$ cat src/rtl/multi_cycle_controller_if.sv
// Control bundle between the multi-cycle controller (master) and the MIPS data path (slave).
interface multi_cycle_controller_if #(
  parameter int CNT_W = 32
);
  logic [5:0]       opcode;
  logic [5:0]       func;
  logic             ZERO;
  logic             mem_ready;
  logic             reg_dst;
  logic             jal_reg;
  logic             pc_to_reg;
  logic             alu_src;
  logic             mem_to_reg;
  logic             jump_sel;
  logic             pc_jump;
  logic             pc_src;
  logic             reg_write;
  logic             mem_read;
  logic             mem_write;
  logic [2:0]       alu_cntrl;
  logic             pc_en;
  logic             illegal;
  logic [2:0]       state;
  logic [CNT_W-1:0] instr_count;

  modport master (
    input  opcode, func, ZERO, mem_ready,
    output reg_dst, jal_reg, pc_to_reg, alu_src, mem_to_reg,
    output jump_sel, pc_jump, pc_src, reg_write, mem_read, mem_write,
    output alu_cntrl, pc_en, illegal, state, instr_count
  );

  modport slave (
    output opcode, func, ZERO, mem_ready,
    input  reg_dst, jal_reg, pc_to_reg, alu_src, mem_to_reg,
    input  jump_sel, pc_jump, pc_src, reg_write, mem_read, mem_write,
    input  alu_cntrl, pc_en, illegal, state, instr_count
  );
endinterface

$ cat src/rtl/multi_cycle_controller.sv
// Multi-cycle MIPS control FSM (FETCH/DECODE/EXEC/MEM/WB, sticky TRAP).
// Optional retired-instruction counter enabled by defining PERF_CNT_EN.
module multi_cycle_controller #(
  parameter int CNT_W = 32
) (
  input  logic                    clk,
  input  logic                    rst,
  multi_cycle_controller_if.master bus
);
  typedef enum logic [2:0] {
    S_FETCH  = 3'd0,
    S_DECODE = 3'd1,
    S_EXEC   = 3'd2,
    S_MEM    = 3'd3,
    S_WB     = 3'd4,
    S_TRAP   = 3'd7
  } state_t;

  localparam logic [5:0] OP_R    = 6'b000000;
  localparam logic [5:0] OP_J    = 6'b000010;
  localparam logic [5:0] OP_JAL  = 6'b000011;
  localparam logic [5:0] OP_BEQ  = 6'b000100;
  localparam logic [5:0] OP_ADDI = 6'b001000;
  localparam logic [5:0] OP_SLTI = 6'b001010;
  localparam logic [5:0] OP_LW   = 6'b100011;
  localparam logic [5:0] OP_SW   = 6'b101011;
  localparam logic [5:0] F_ADD   = 6'b100000;
  localparam logic [5:0] F_SUB   = 6'b100010;
  localparam logic [5:0] F_AND   = 6'b100100;
  localparam logic [5:0] F_OR    = 6'b100101;
  localparam logic [5:0] F_SLT   = 6'b101010;
  localparam logic [5:0] F_JR    = 6'b001000;

  state_t     r_state;
  logic       r_illegal;
  logic [2:0] w_r_alu;
  logic       w_func_ok;
  logic       w_legal;
  logic       w_is_jr;
  logic       w_short;
  logic       w_is_mem;
  logic       w_reg_dst, w_jal_reg, w_pc_to_reg, w_alu_src, w_mem_to_reg;
  logic       w_jump_sel, w_pc_jump, w_pc_src;
  logic       w_reg_write, w_mem_read, w_mem_write, w_pc_en;
  logic [2:0] w_alu_cntrl;

  // R-type function decode: ALU operation and legality of func
  always_comb begin
    w_r_alu   = 3'b000;
    w_func_ok = 1'b1;
    case (bus.func)
      F_ADD:   w_r_alu = 3'b010;
      F_SUB:   w_r_alu = 3'b110;
      F_AND:   w_r_alu = 3'b000;
      F_OR:    w_r_alu = 3'b001;
      F_SLT:   w_r_alu = 3'b111;
      F_JR:    w_r_alu = 3'b000;
      default: w_func_ok = 1'b0;
    endcase
  end

  // Opcode legality check consulted in DECODE
  always_comb begin
    case (bus.opcode)
      OP_R:                                          w_legal = w_func_ok;
      OP_J, OP_JAL, OP_BEQ, OP_ADDI, OP_SLTI, OP_LW, OP_SW: w_legal = 1'b1;
      default:                                       w_legal = 1'b0;
    endcase
  end

  assign w_is_jr  = (bus.opcode == OP_R) && (bus.func == F_JR);
  // Control-flow instructions retire straight out of EXEC.
  assign w_short  = (bus.opcode == OP_J) || (bus.opcode == OP_JAL) ||
                    (bus.opcode == OP_BEQ) || w_is_jr;
  assign w_is_mem = (bus.opcode == OP_LW) || (bus.opcode == OP_SW);

  // State sequencing and sticky trap flag
  always_ff @(posedge clk or negedge rst) begin
    if (!rst) begin
      r_state   <= S_FETCH;
      r_illegal <= 1'b0;
    end else begin
      case (r_state)
        S_FETCH: r_state <= S_DECODE;
        S_DECODE: begin
          if (w_legal) begin
            r_state <= S_EXEC;
          end else begin
            r_state   <= S_TRAP;
            r_illegal <= 1'b1;
          end
        end
        S_EXEC: begin
          if (w_short)       r_state <= S_FETCH;
          else if (w_is_mem) r_state <= S_MEM;
          else               r_state <= S_WB;
        end
        S_MEM: begin
          if (bus.mem_ready) r_state <= (bus.opcode == OP_LW) ? S_WB : S_FETCH;
          else               r_state <= S_MEM;
        end
        S_WB:    r_state <= S_FETCH;
        S_TRAP:  r_state <= S_TRAP;
        default: r_state <= S_FETCH;
      endcase
    end
  end

  // Control outputs decoded from the current state and the held instruction
  always_comb begin
    w_reg_dst   = 1'b0;
    w_jal_reg   = 1'b0;
    w_pc_to_reg = 1'b0;
    w_alu_src   = 1'b0;
    w_mem_to_reg = 1'b0;
    w_jump_sel  = 1'b0;
    w_pc_jump   = 1'b0;
    w_pc_src    = 1'b0;
    w_reg_write = 1'b0;
    w_mem_read  = 1'b0;
    w_mem_write = 1'b0;
    w_pc_en     = 1'b0;
    w_alu_cntrl = 3'b000;
    case (r_state)
      S_EXEC: begin
        case (bus.opcode)
          OP_R: begin
            if (w_is_jr) begin
              w_pc_jump = 1'b1;
              w_pc_en   = 1'b1;
            end else begin
              w_alu_cntrl = w_r_alu;
            end
          end
          OP_ADDI, OP_LW, OP_SW: begin
            w_alu_src   = 1'b1;
            w_alu_cntrl = 3'b010;
          end
          OP_SLTI: begin
            w_alu_src   = 1'b1;
            w_alu_cntrl = 3'b111;
          end
          OP_BEQ: begin
            w_alu_cntrl = 3'b110;
            w_pc_src    = bus.ZERO;
            w_pc_en     = 1'b1;
          end
          OP_J, OP_JAL: begin
            w_jump_sel  = 1'b1;
            w_pc_jump   = 1'b1;
            w_pc_en     = 1'b1;
            w_jal_reg   = (bus.opcode == OP_JAL);
            w_pc_to_reg = (bus.opcode == OP_JAL);
            w_reg_write = (bus.opcode == OP_JAL);
          end
          default: w_pc_en = 1'b0;
        endcase
      end
      S_MEM: begin
        // A store retires in the cycle memory accepts it.
        if (bus.opcode == OP_SW) begin
          w_mem_write = 1'b1;
          w_pc_en     = bus.mem_ready;
        end else begin
          w_mem_read  = 1'b1;
        end
      end
      S_WB: begin
        w_reg_write  = 1'b1;
        w_pc_en      = 1'b1;
        w_reg_dst    = (bus.opcode == OP_R);
        w_mem_to_reg = (bus.opcode == OP_LW);
      end
      default: w_pc_en = 1'b0;
    endcase
  end

  assign bus.reg_dst    = w_reg_dst;
  assign bus.jal_reg    = w_jal_reg;
  assign bus.pc_to_reg  = w_pc_to_reg;
  assign bus.alu_src    = w_alu_src;
  assign bus.mem_to_reg = w_mem_to_reg;
  assign bus.jump_sel   = w_jump_sel;
  assign bus.pc_jump    = w_pc_jump;
  assign bus.pc_src     = w_pc_src;
  assign bus.reg_write  = w_reg_write;
  assign bus.mem_read   = w_mem_read;
  assign bus.mem_write  = w_mem_write;
  assign bus.pc_en      = w_pc_en;
  assign bus.alu_cntrl  = w_alu_cntrl;
  assign bus.illegal    = r_illegal;
  assign bus.state      = r_state;

`ifdef PERF_CNT_EN
  logic [CNT_W-1:0] r_count;

  // Retired-instruction counter, wraps naturally at 2^CNT_W
  always_ff @(posedge clk or negedge rst) begin
    if (!rst) begin
      r_count <= {CNT_W{1'b0}};
    end else if (w_pc_en) begin
      r_count <= r_count + {{(CNT_W-1){1'b0}}, 1'b1};
    end else begin
      r_count <= r_count;
    end
  end

  assign bus.instr_count = r_count;
`else
  assign bus.instr_count = {CNT_W{1'b0}};
`endif
endmodule

$ cat src/flat_wrapper.sv
// flat-port wrapper written by rule: the top's interface ports become plain ports
module multi_cycle_controller_flat 
#(
  parameter int CNT_W = 32
)
  (clk, rst, bus_opcode, bus_func, bus_ZERO, bus_mem_ready, bus_reg_dst, bus_jal_reg, bus_pc_to_reg, bus_alu_src, bus_mem_to_reg, bus_jump_sel, bus_pc_jump, bus_pc_src, bus_reg_write, bus_mem_read, bus_mem_write, bus_alu_cntrl, bus_pc_en, bus_illegal, bus_state, bus_instr_count);
  multi_cycle_controller_if #(.CNT_W(CNT_W)) bus_i ();
  input  logic clk;
  input  logic rst;
  input wire logic [$bits(bus_i.opcode)-1:0] bus_opcode;
  input wire logic [$bits(bus_i.func)-1:0] bus_func;
  input wire logic [$bits(bus_i.ZERO)-1:0] bus_ZERO;
  input wire logic [$bits(bus_i.mem_ready)-1:0] bus_mem_ready;
  output wire logic [$bits(bus_i.reg_dst)-1:0] bus_reg_dst;
  output wire logic [$bits(bus_i.jal_reg)-1:0] bus_jal_reg;
  output wire logic [$bits(bus_i.pc_to_reg)-1:0] bus_pc_to_reg;
  output wire logic [$bits(bus_i.alu_src)-1:0] bus_alu_src;
  output wire logic [$bits(bus_i.mem_to_reg)-1:0] bus_mem_to_reg;
  output wire logic [$bits(bus_i.jump_sel)-1:0] bus_jump_sel;
  output wire logic [$bits(bus_i.pc_jump)-1:0] bus_pc_jump;
  output wire logic [$bits(bus_i.pc_src)-1:0] bus_pc_src;
  output wire logic [$bits(bus_i.reg_write)-1:0] bus_reg_write;
  output wire logic [$bits(bus_i.mem_read)-1:0] bus_mem_read;
  output wire logic [$bits(bus_i.mem_write)-1:0] bus_mem_write;
  output wire logic [$bits(bus_i.alu_cntrl)-1:0] bus_alu_cntrl;
  output wire logic [$bits(bus_i.pc_en)-1:0] bus_pc_en;
  output wire logic [$bits(bus_i.illegal)-1:0] bus_illegal;
  output wire logic [$bits(bus_i.state)-1:0] bus_state;
  output wire logic [$bits(bus_i.instr_count)-1:0] bus_instr_count;
  assign bus_i.opcode = bus_opcode;
  assign bus_i.func = bus_func;
  assign bus_i.ZERO = bus_ZERO;
  assign bus_i.mem_ready = bus_mem_ready;
  assign bus_reg_dst = bus_i.reg_dst;
  assign bus_jal_reg = bus_i.jal_reg;
  assign bus_pc_to_reg = bus_i.pc_to_reg;
  assign bus_alu_src = bus_i.alu_src;
  assign bus_mem_to_reg = bus_i.mem_to_reg;
  assign bus_jump_sel = bus_i.jump_sel;
  assign bus_pc_jump = bus_i.pc_jump;
  assign bus_pc_src = bus_i.pc_src;
  assign bus_reg_write = bus_i.reg_write;
  assign bus_mem_read = bus_i.mem_read;
  assign bus_mem_write = bus_i.mem_write;
  assign bus_alu_cntrl = bus_i.alu_cntrl;
  assign bus_pc_en = bus_i.pc_en;
  assign bus_illegal = bus_i.illegal;
  assign bus_state = bus_i.state;
  assign bus_instr_count = bus_i.instr_count;
  multi_cycle_controller #(.CNT_W(CNT_W)) u_core (.clk(clk), .rst(rst), .bus(bus_i));
endmodule
$ cat config.mk
export PLATFORM = sky130hd
export DESIGN_NAME = multi_cycle_controller_flat
export DESIGN_NICKNAME = d
export VERILOG_FILES = /design/src/rtl/multi_cycle_controller_if.sv /design/src/rtl/multi_cycle_controller.sv /design/src/flat_wrapper.sv
export SDC_FILE = /design/constraint.sdc
export NUM_CORES = 1
export LEC_CHECK = 0
export ABC_AREA = 1
export BUFFER_PORTS_ARGS = -buffer_cell sky130_fd_sc_hd__buf_4
export CAP_MARGIN = 30
export CORE_UTILIZATION = 43
export DETAILED_ROUTE_END_ITERATION = 7
export GPL_ROUTABILITY_DRIVEN = 0
export PLACE_DENSITY_LB_ADDON = 0.3
export SYNTH_ARGS = -nofsm -noshare
export SYNTH_HDL_FRONTEND = slang
export SYNTH_SLANG_ARGS = --single-unit
$ cat constraint.sdc
create_clock -name clk -period 3.3 [get_ports clk]
set_input_delay 0.66 -clock clk [delete_from_list [all_inputs] [get_ports clk]]
set_output_delay 0.66 -clock clk [all_outputs]
set_load 0.1 [all_outputs]
# Word level (Yosys, flattened, before mapping)
# Index checks and enable logic that the tools add are counted.
classes:
  eq_ne: 18
  n_reduce_logical: 14
  mux: 33
  bitwise: 1
ops:
  columns: ["cell", "count"]
  rows:
  - ["$eq A6 B6 Y1 const B", 7]
  - ["$pmux W3 S4", 2]
  - ["$mux W3", 7]
  - ["$eq A6 B4 Y1 const B", 3]
  - ["$mux W1", 18]
  - ["$pmux W3 S5", 1]
  - ["$eq A6 B2 Y1 const B", 2]
  - ["$pmux W1 S2", 4]
  - ["$reduce_or A7 Y1", 1]
  - ["$eq A3 B2 Y1 const B", 2]
  - ["$eq A3 B3 Y1 const B", 2]
  - ["$eq A6 B3 Y1 const B", 1]
  - ["$logic_not A6 Y1", 1]
  - ["$reduce_or A3 Y1", 2]
  - ["$reduce_or A6 Y1", 1]
  - ["$logic_or A1 B1 Y1", 4]
  - ["$reduce_or A4 Y1", 1]
  - ["$eq A3 B1 Y1 const B", 1]
  - ["$logic_not A3 Y1", 1]
  - ["$pmux W1 S3", 1]
  - ["$reduce_and A2 Y1", 1]
  - ["$reduce_or A2 Y1", 1]
  - ["$logic_and A1 B1 Y1", 1]
  - ["$not A1 Y1", 1]
totals:
  input_bits: 16
  register_bits: 4
  output_inout_bits: 51
  word_cells: 68

# Longest topological paths before layout
depth:
  depth_word: 6
  depth_mapped: 9
  depth_no_buf: 9

# Least setup slack after synthesis
# No wires, ideal clock.
synth_path:
  path_kind: "register to output"
  from: "register u_core.r_state[1], in the netlist u_core.bus.state[1]"
  to: "output bus_pc_to_reg"
  t_arrival_ns: 3.354
  n_path_buf: 1
  slack_ns: -0.714
  path_stages_with_launch: 6
  t_required_ns: 2.640
  path_cell_list: "dfrtp_1 nand3_2 nor2_2 nand2_1 inv_1 buf_4"
synth_between:
  elab_chain_len: 2
synth_rtl:
  columns: ["item", "line", "source"]
  rows:
  - ["start, declared", "multi_cycle_controller.sv:34", "state_t r_state;"]
  - ["start signal, assigned", "multi_cycle_controller.sv:99", "if (bus.mem_ready) r_state <= (bus.opcode == OP_LW) ? S_WB : S_FETCH;"]
  - ["$eq A3 B2 Y1", null, null]
  - ["$mux W1", null, null]
  - ["end, declared", "flat_wrapper.sv:16", "output wire logic [$bits(bus_i.pc_to_reg)-1:0] bus_pc_to_reg;"]
# No other way between the ends.

# Final worst setup path
layout_path:
  from: "input bus_opcode[2]"
  to: "output bus_alu_cntrl[1]"
layout_between:
  elab_chain_len: 5
  word_cells_on_any_way: 11
  classes_between: "eq/ne (5); mux (3); reduce/logical (3)"
layout_rtl:
  columns: ["item", "line", "source"]
  rows:
  - ["start, declared", "flat_wrapper.sv:10", "input wire logic [$bits(bus_i.opcode)-1:0] bus_opcode;"]
  - ["$logic_not A6 Y1", "multi_cycle_controller.sv:71, multi_cycle_controller.sv:126", null]
  - ["$logic_and A1 B1 Y1", "multi_cycle_controller.sv:71", "assign w_is_jr = (bus.opcode == OP_R) && (bus.func == F_JR);"]
  - ["$mux W3", "multi_cycle_controller.sv:128", "if (w_is_jr) begin"]
  - ["$pmux W3 S4 (*)", "multi_cycle_controller.sv:126", "case (bus.opcode)"]
  - ["$mux W3 (*)", "multi_cycle_controller.sv:124", "case (r_state)"]
  - ["end, declared", "flat_wrapper.sv:25", "output wire logic [$bits(bus_i.alu_cntrl)-1:0] bus_alu_cntrl;"]
# Every way passes the cells marked *; elsewhere a longest branch is shown, timed or not.

==> results.md <==
- The flow ran to the end, and the final reports show no timing, DRC or antenna violations.
- The vertical die dimension is about 47 µm.
- The count of endpoints failing hold in the final timing report is 0.
- Data on the critical path is required at its endpoint by roughly 2.6 ns.
- The tree is rooted in a sky130_fd_sc_hd__clkbuf_4.
- The tightest hold path in the finished design has a slack of between 0.15 and 0.2 ns.
- The clock sink total is 4.
- For this run the aggregate overflow at the end of global routing stands at 0.
- The share of the synthesized area in the top cell type is 28.5%.
- Before CTS, the worst setup slack after placement is 0.837 ns.
- Cells with a size suffix above 1 make up between 30% and 40% of the layout.
- The final-stage net count is 191.
- Averaged over all synthesized cells, the footprint is around 6.3 µm².
- The overall power is about 760 µW.
- The number of antenna violations at the first check in global routing is 0.
- The path category of the worst min-delay check is input pin to async pin.
- The number of distinct library cells after synthesis is 24.
- The total number of yosys warnings is 0.
- For this run, the leading register cell type out of synthesis is sky130_fd_sc_hd__dfrtp_1.
- The max-slew violation count is 0.
- The instance area after placement is around 0.0010 mm².
- The area growth from synthesis to layout is 23.5%.
- In this run the critical register-to-register path is launched from u_core.bus.state[2].
- For this run, design rule violations remaining after detail routing come to 0.
- Global routing used around 17% of the available tracks.
- The highest attainable clock frequency is around 410 MHz.
- The startpoint type of the worst setup path is an input pin.
- The initial DRC count is 15.
- The number of CTS-inserted buffers is 3.
- After floorplanning, the core was sized to cover about 0.0018 mm².
- The initial core utilization is 48.2%.
- The worst setup path is captured at an output pin.
- Summed over all cells, the static leakage comes to about 0.61 nW.
- Sequential cells were found to cover 11.5% of the synthesized design area.
- The remaining antenna violation count is 0.
- For the worst-skew pair, the clock arrives at the later sink with an insertion delay of roughly 0.24 ns.
- The number of instances in the placed design is 195.
- Excluding fillers, the count of instances in the completed layout stands at between 150 and 200.
- The worst path uses between 70% and 80% of the clock period.
- The total number of vias is a little under 900.
- The tool flagged a number of max-cap violations equal to 0.
- The instance count of the mapped netlist is 138.
- Entering global routing, the biggest net connects 10 pins.
- During I/O placement, the number of pins put on the boundary was 67.
- The number of flip-flops and latches in the synthesized netlist is 4.
- The shortest clock period the worst path allows after layout is around 2.5 ns.
- After detailed routing, the number of vias per cell comes to around 4.4.
- The least setup slack across all paths after layout is 0.834 ns.
- The post-CTS setup repair buffer count is 0.
- The die area is between 0.002 and 0.0025 mm².
- The detailed placement HPWL is 1600 µm.
- The port buffer count is 34.
- Setup repair after global routing left no endpoint under its margin.
- The die outline width is ~47 µm.
- The number of flops mapped to enable cells by yosys is 0.
- The final core area utilization is between 50 and 60%.
- For this run, the detailed router's first-pass iteration total came to 5.
- The critical path is of the input pin to output pin type.
- TritonCTS built the clock tree.
- In this run the power density over the cells is between 700 and 800 mW/mm².
- The synthesized netlist occupies a cell area of just under 900 µm².
- The number of antenna cells inserted is 0.
- Summing all non-filler instances in the final layout gives an area of roughly 0.0011 mm².
- Sorting the synthesized cells by area gives the leading types as sky130_fd_sc_hd__buf_4 (29%), sky130_fd_sc_hd__dfrtp_1 (12%), sky130_fd_sc_hd__nand2_1 (9.5%).
- The first-pass GRT wire length is roughly 2600 µm.
- After detailed routing, the average wire length per cell comes to 9.18 µm.
- Among all cell types in the netlist, the one instantiated most often is sky130_fd_sc_hd__buf_4.
- The origin of the worst setup path is bus_opcode[2].
- Summed over all layers, the routed wires come to 1830 µm.
- Row generation in the floorplan step produced 15 rows.
- The proportion of synthesized flip-flops having asynchronous set or reset is 100%.
- After clock tree synthesis, the flow added hold-fix buffers numbering 0.
- The number of instances resized during post-cts repair is 0.
- Clock-pin slew was measured on the worst setup and hold paths at about 0.050 ns.
- After synthesis, the most frequently instantiated cells are sky130_fd_sc_hd__buf_4 (33), sky130_fd_sc_hd__nand2_1 (22), sky130_fd_sc_hd__inv_1 (16), sky130_fd_sc_hd__nor2_1 (14).
- The sum of negative setup slack is 0 ns.
- IR analysis of the VDD net gives a maximum drop of between 0.0004 and 0.0005 V.
- The clock passes through at most 2 buffers.
- The number of levels in the clock H-tree is 1.
- Setup violations remaining at the end of the flow were counted as 0.
- The maximum clock skew at final layout is ~0.0074 ns.
- Of all nets on the critical path, the largest fanout is 4.
- The cell type with the largest total area after synthesis is sky130_fd_sc_hd__buf_4.
- The signal arrival time at the worst endpoint is 1.81 ns.
- The via count of the first global-routing pass is 650.
cell type report:
| class | count | area (µm²) |
|---|---|---|
| fill | 180 | 729 |
| multi-input combinational | 112 | 583 |
| timing repair buffer | 34 | 255 |
| sequential | 4 | 101 |
| inverter | 20 | 75.1 |
| tap | 25 | 31.3 |
| clock buffer | 4 | 26.3 |
power by group:
group	leakage, nW	switching [mW]	internal [mW]
clock network	0.0150	0.0251	0.0457
logic	0.555	0.502	0.102
registers	0.0450	0.0197	0.0680
total	0.615	0.547	0.216
state kept, by name, indices dropped and copies added, names as in the netlist:
signal              cells
u_core.bus.illegal      1
u_core.bus.state        3
worst max-delay path, stage by stage:
cell and delay [ns]:
sky130_fd_sc_hd__buf_4 0.13, sky130_fd_sc_hd__nor2_2 0.21, sky130_fd_sc_hd__nand2_4 0.11, sky130_fd_sc_hd__nor3_2 0.18
sky130_fd_sc_hd__a21oi_1 0.09, sky130_fd_sc_hd__nor2_1 0.11, sky130_fd_sc_hd__buf_4 0.31
per-layer routing:
layer / vias up / routed length (µm) / global-route usage (%)
met3: 4 / 126 / 3.46
met1: 382 / 689 / 20.7
li1: 444 / - / -
met5: - / 0 / 0
met4: 0 / 30 / 5.14
met2: 53 / 980 / 28.9
cell families (layout without fill, tap and decap cells):
family                 count (synthesis)  count (layout)  synth area share (%)
and+or+nand+nor                       69              69                  43.5
buffers and inverters                 53              58                  37.2
AOI/OAI and AO/OA                     11              11                  7.35
DFF                                    4               4                  11.5
other                                  1              32                 0.432
final timing paths:
kind                       cells after the start             endpoint  slack (ns)
setup / recovery                               7     bus_alu_cntrl[1]        0.83
hold / removal                                 1   u_core.bus.illegal        0.20
setup reg to reg                               5  u_core.bus.state[0]        2.09
hold reg to reg                                2   u_core.bus.illegal        0.46
max in group asynchronous                      1  u_core.bus.state[1]        2.99
min in group clk                               2   u_core.bus.illegal        0.46
placed cells by master, fill, tap and decap left out, types with 4 or more instances in the layout:
cell,Yosys,routed
sky130_fd_sc_hd__buf_4,33,34
sky130_fd_sc_hd__conb_1,1,32
sky130_fd_sc_hd__nand2_1,22,22
sky130_fd_sc_hd__inv_1,16,16
sky130_fd_sc_hd__nor2_1,14,14
sky130_fd_sc_hd__nand3_1,8,8
sky130_fd_sc_hd__nor2_2,8,6
sky130_fd_sc_hd__a21oi_1,6,6
sky130_fd_sc_hd__inv_2,4,4
sky130_fd_sc_hd__nor2_4,2,4
(Power assumes the default switching activity.)
